`src/rtl/cv32e40p_instr_aligner.sv`:
```
// Splits the word-aligned fetch stream into RV32IC instructions. The upper half-word of a
// fetch word is held so that a 32-bit instruction spanning two words comes out whole.
module cv32e40p_instr_aligner #(
  parameter logic [31:0] BOOT_ADDR = 32'h0000_0080
) (
  input  logic        clk,
  input  logic        rst,
  input  logic        fetch_valid_i,
  input  logic [31:0] fetch_rdata_i,
  output logic        fetch_ready_o,
  input  logic        branch_i,
  input  logic [31:0] branch_addr_i,
  output logic        instr_valid_o,
  input  logic        instr_ready_i,
  output logic [31:0] instr_rdata_o,
  output logic        instr_compressed_o,
  output logic [31:0] instr_addr_o
);

  typedef enum logic [1:0] {ALIGNED, RESIDUE, MISALIGNED} state_e;

  state_e      r_state;
  logic [31:1] r_pc;
  logic [15:0] r_residue;

  state_e      w_state_n;
  logic [31:1] w_pc_n;
  logic [15:0] w_residue_n;
  logic        w_valid;
  logic        w_fetch_ready;
  logic        w_xfer;
  logic [31:0] w_rdata;

  always_comb begin
    w_state_n     = r_state;
    w_pc_n        = r_pc;
    w_residue_n   = r_residue;
    w_valid       = 1'b0;
    w_fetch_ready = 1'b0;
    w_xfer        = 1'b0;
    w_rdata       = fetch_rdata_i;

    unique case (r_state)
      ALIGNED: begin
        w_valid = fetch_valid_i;
        w_xfer  = w_valid & instr_ready_i;
        if (fetch_rdata_i[1:0] == 2'b11) begin
          w_rdata = fetch_rdata_i;
          if (w_xfer) begin
            w_fetch_ready = 1'b1;
            w_pc_n        = r_pc + 31'd2;
          end
        end else begin
          w_rdata = {16'h0000, fetch_rdata_i[15:0]};
          if (w_xfer) begin
            w_fetch_ready = 1'b1;
            w_residue_n   = fetch_rdata_i[31:16];
            w_pc_n        = r_pc + 31'd1;
            w_state_n     = RESIDUE;
          end
        end
      end
      RESIDUE: begin
        if (r_residue[1:0] != 2'b11) begin
          // A compressed residue is issued without touching the pending fetch word.
          w_valid = 1'b1;
          w_xfer  = instr_ready_i;
          w_rdata = {16'h0000, r_residue};
          if (w_xfer) begin
            w_pc_n    = r_pc + 31'd1;
            w_state_n = ALIGNED;
          end
        end else begin
          w_valid = fetch_valid_i;
          w_xfer  = w_valid & instr_ready_i;
          w_rdata = {fetch_rdata_i[15:0], r_residue};
          if (w_xfer) begin
            w_fetch_ready = 1'b1;
            w_residue_n   = fetch_rdata_i[31:16];
            w_pc_n        = r_pc + 31'd2;
          end
        end
      end
      MISALIGNED: begin
        w_rdata       = {16'h0000, r_residue};
        w_fetch_ready = fetch_valid_i;
        if (fetch_valid_i) begin
          w_residue_n = fetch_rdata_i[31:16];
          w_state_n   = RESIDUE;
        end
      end
      default: begin
        w_state_n = ALIGNED;
      end
    endcase

    if (branch_i) begin
      w_valid       = 1'b0;
      w_fetch_ready = 1'b0;
      w_pc_n        = branch_addr_i[31:1];
      w_residue_n   = 16'h0000;
      w_state_n     = branch_addr_i[1] ? MISALIGNED : ALIGNED;
    end

    if (rst) begin
      w_valid       = 1'b0;
      w_fetch_ready = 1'b0;
    end
  end

  always_ff @(posedge clk) begin
    if (rst) begin
      r_state   <= ALIGNED;
      r_pc      <= BOOT_ADDR[31:1];
      r_residue <= 16'h0000;
    end else begin
      r_state   <= w_state_n;
      r_pc      <= w_pc_n;
      r_residue <= w_residue_n;
    end
  end

  assign instr_valid_o      = w_valid;
  assign fetch_ready_o      = w_fetch_ready;
  assign instr_rdata_o      = w_rdata;
  assign instr_compressed_o = (w_rdata[1:0] != 2'b11);
  assign instr_addr_o       = {r_pc, 1'b0};

endmodule

```
`config.mk`:
```
export PLATFORM = sky130hd
export DESIGN_NAME = cv32e40p_instr_aligner
export DESIGN_NICKNAME = d
export VERILOG_FILES = /design/src/rtl/cv32e40p_instr_aligner.sv
export SDC_FILE = /design/constraint.sdc
export NUM_CORES = 1
export LEC_CHECK = 0
export ABC_AREA = 1
export CORE_MARGIN = 10
export CORE_UTILIZATION = 50
export CTS_CLUSTER_DIAMETER = 150
export DETAILED_ROUTE_END_ITERATION = 8
export PLACE_DENSITY_LB_ADDON = 0.15
export SYNTH_ARGS = -nofsm -noshare
export SYNTH_HDL_FRONTEND = slang
export SYNTH_SLANG_ARGS = --single-unit
export TNS_END_PERCENT = 20
```
`constraint.sdc`:
```
create_clock -name clk -period 3.25 [get_ports clk]
set_input_delay 0.65 -clock clk [delete_from_list [all_inputs] [get_ports clk]]
set_output_delay 0.65 -clock clk [all_outputs]
set_load 0.02 [all_outputs]
```
==> impl_metrics.csv <==
group,metric,value,unit
status,status,"finished clean",
worst_setup_path,rr_endpoint,"r_pc[20]",
layout,nNetsFinal,823,
job,drv_cap,0,
worst_setup_path,critical-path-slowest-cell,"clkdlybuf4s50_1",
floorplan,coreArea,7370,sq um
yosys,ys.warnings.count,0,
yosys,synthArstFlopShare,0,%
worst_setup_path,arrival,2370,ps
yosys,postSynthAreaPerCell,6.11,sq um
sta,relSlewSlack,53.3,%
global_route,grt_overflow_total,0,
layout,ff_latch_area,981,sq um
floorplan,die_y,108,microns
power,powerDensity,329,nW/um^2
routing,drt_iter0_drc,453,
sta,worst_pin_slew,700,ps
sta,finalHoldViolations,0,
clock_tree,ctsHoldBuffers,0,
yosys,synth_cells,628,
yosys,ys.flop_type,"dfxtp_1",
placement,place_congestion,1.01,
hold_path,worst_hold_path_type,"flip-flop to flip-flop",
sta,rsz0062_at_grt,"no",
global_route,grt_max_degree,33,
routing,vias,4718,
clock_tree,root_buffer,"clkbuf_8",
placement,hpwl,11.0,mm
floorplan,die_area,11600,sq um
worst_setup_path,cp-startpoint,"fetch_rdata_i[1]",
worst_setup_path,timing.rr.start,"r_pc[9]",
global_route,grt_pass1_wl,22.2,mm
worst_setup_path,endpoint_kind,"output pin",
global_route,grt_pass1_vias,4512,
layout,fillCellCount,626,
clock_tree,cts_resized,0,
placement,place_area,5220,sq um
yosys,synthDistinctLibCells,46,
clock_tree,clock-sinks,49,
worst_setup_path,rr_worst_depth,9,
clock_tree,cts_tree,"yes",
worst_setup_path,cpPeakStageDelay,660,ps
sta,finalClockSkew,12.7,ps
yosys,syn-num-nets,699,
worst_setup_path,cp_cell_sequence,"clkdlybuf4s50_1 -> nand3_1 -> nand2_1 -> buf_12 -> nand2_1 -> o21ai_0 -> clkdlybuf4s50_1",
layout,post-route-cell-area,5340,sq um
worst_setup_path,required,2600,ps
placement,pre_cts_ws,224,ps
yosys,netlist_area,3830,sq um
layout,syn_to_final_growth,39.2,%
clock_tree,postCtsSetupRepairBufs,0,
global_route,grt_usage,23.2,%
worst_setup_path,crit_path_max_fanout,16,
clock_tree,clk_latency,320,ps
floorplan,rows,31,
worst_setup_path,endpoint,"instr_rdata_o[19]",
routing,wl_per_cell,16.3,microns
layout,drive_gt1_share,7.97,%
clock_tree,cts_buffer_depth,2,
placement,portBuffers,133,
layout,n_antenna_cell,0,
yosys,synth_edf_count,0,
worst_setup_path,path_class,"input pin to output pin",
floorplan,initial_utilization,52.0,%
routing,ant_nets,0,
routing,drc_errors,0,
power,ir_drop,169,uV
floorplan,die_x,108,microns
placement,dp_cells,844,
clock_tree,clkTransAtPathRegs,90,ps
hold_path,hold_depth,2,
clock_tree,cts_max_level,2,
layout,multi_input_area,2360,sq um
clock_tree,cts_buffers,5,
yosys,yosysSeqAreaShare,25.6,%
sta,drv_slew,0,
sta,finalSetupViolCount,0,
worst_setup_path,r2r_slack,1290,ps
global_route,antenna_found_initial,0,
routing,drtPass1Iterations,6,
yosys,ys_ff_latch,49,
layout,fin_util,72.4,%
sta,fmax,331,MHz
routing,wl,13.9,mm
worst_setup_path,start_kind,"input pin",
power,power.leakage,2.21,nW
layout,final_cells,852,
sta,timing.final.ws_setup,232,ps
sta,period_share,92.9,%
sta,setup_tns,0,ps
floorplan,io_pins,136,
routing,vias_per_cell,5.54,
sta,period_needed,3020,ps
-- per-layer routing --
layer  global-route usage [%]  share of wire [%]  vias up
li1                         -                  -     2305
met1                     28.5                 42     2115
met2                     39.5                 46      265
met3                     4.73                9.1       33
met4                     7.44                2.7        0
met5                        0                  0        -
-- flip-flops by register name, summed over array words and instances, names as in the netlist --
signal	cells
r_pc	31
r_residue	16
r_state	2
-- logic make-up (layout without fill, tap and decap cells) --
family                   after synthesis  count (layout)  synth area share [%]
AO/OA/AOI/OAI                        146             146                  21.5
XOR/XNOR                               2               2                 0.457
adder cells (fa/ha/maj)                2               2                 0.652
buffers and inverters                112             237                  12.9
flip-flops                            49              49                  25.6
other                                  1               1                0.0978
AND/OR/NAND/NOR                      316             316                  38.8
-- worst min path at each step --
| stage | start | end | slack [ps] |
|---|---|---|---|
| after floorplan | r_residue[14] | r_residue[14] | 440 |
| after detailed placement | r_residue[8] | r_residue[8] | 460 |
| after global placement | r_residue[8] | r_residue[8] | 460 |
| after CTS | r_residue[8] | r_residue[8] | 470 |
| final | r_residue[8] | r_residue[8] | 470 |
| after global routing | r_residue[8] | r_residue[8] | 500 |
-- cells in the mapped netlist (6+ instances only) --
library cell | n | share of area (%)
nand3_2 | 8 | 2.1
dfxtp_1 | 49 | 26
a21oi_1 | 39 | 5.1
o21ai_1 | 9 | 1.2
inv_1 | 80 | 7.8
o221ai_1 | 6 | 1.4
nand2_4 | 8 | 2.3
nor3_1 | 10 | 1.3
nor2_1 | 89 | 8.7
o21ai_0 | 69 | 9.0
inv_2 | 6 | 0.59
nand2_1 | 136 | 13
nand3_1 | 36 | 4.7
clkbuf_1 | 10 | 0.98
nand4_1 | 12 | 2.0
-- placed cells by master, fill, tap and decap left out, types with 2 or more instances in the layout --
master,netlist,final
nand2_2,3,3
clkbuf_8,3,6
and3_1,2,2
xor2_1,2,2
ha_1,2,2
nand3_1,36,36
o22ai_1,2,2
a21oi_2,2,2
o221ai_1,6,6
dfxtp_1,49,49
clkdlybuf4s50_1,0,133
nor3_1,10,10
a21o_1,2,2
nand2_1,136,136
buf_4,3,7
nor2_4,5,5
buf_12,1,2
inv_2,6,6
inv_1,80,80
nor2_2,3,3
a21oi_1,39,39
o21ai_0,69,69
a31oi_1,4,4
o211ai_1,4,4
nand2_4,8,8
o21bai_1,2,2
nand3_2,8,8
nand4_1,12,12
nor2_1,89,89
o21ai_2,2,2
o21ai_1,9,9
-- cell type report --
class                      instances  area share, %
clock buffer                       6           1.55
timing repair buffer             142           26.7
multi-input combinational        467           44.2
clock inverter                     2          0.703
sequential                        49           18.4
tap                               99           2.32
inverter                          87           6.17
-- power breakdown --
part | switching [mW] | total, mW | internal, mW
registers | 0.0568 | 0.696 | 0.639
clock network | 0.222 | 0.472 | 0.250
logic | 0.321 | 0.585 | 0.264
-- per-stage QoR --
| stage | hold WS [ps] | power [mW] |
|---|---|---|
| after floorplan | 444 | 1.02 |
| after global placement | 456 | 1.28 |
| after detailed placement | 461 | 1.29 |
| after CTS | 475 | 1.75 |
| after global routing | 504 | 1.84 |
| final | 473 | 1.75 |
-- worst max-delay path, delay by kind of cell --
kind	cells	cell delay, ps
buf+inv	3	1310
simple gates	3	330
compound gates	1	80
No activity file was read; power rests on OpenSTA's default activity.
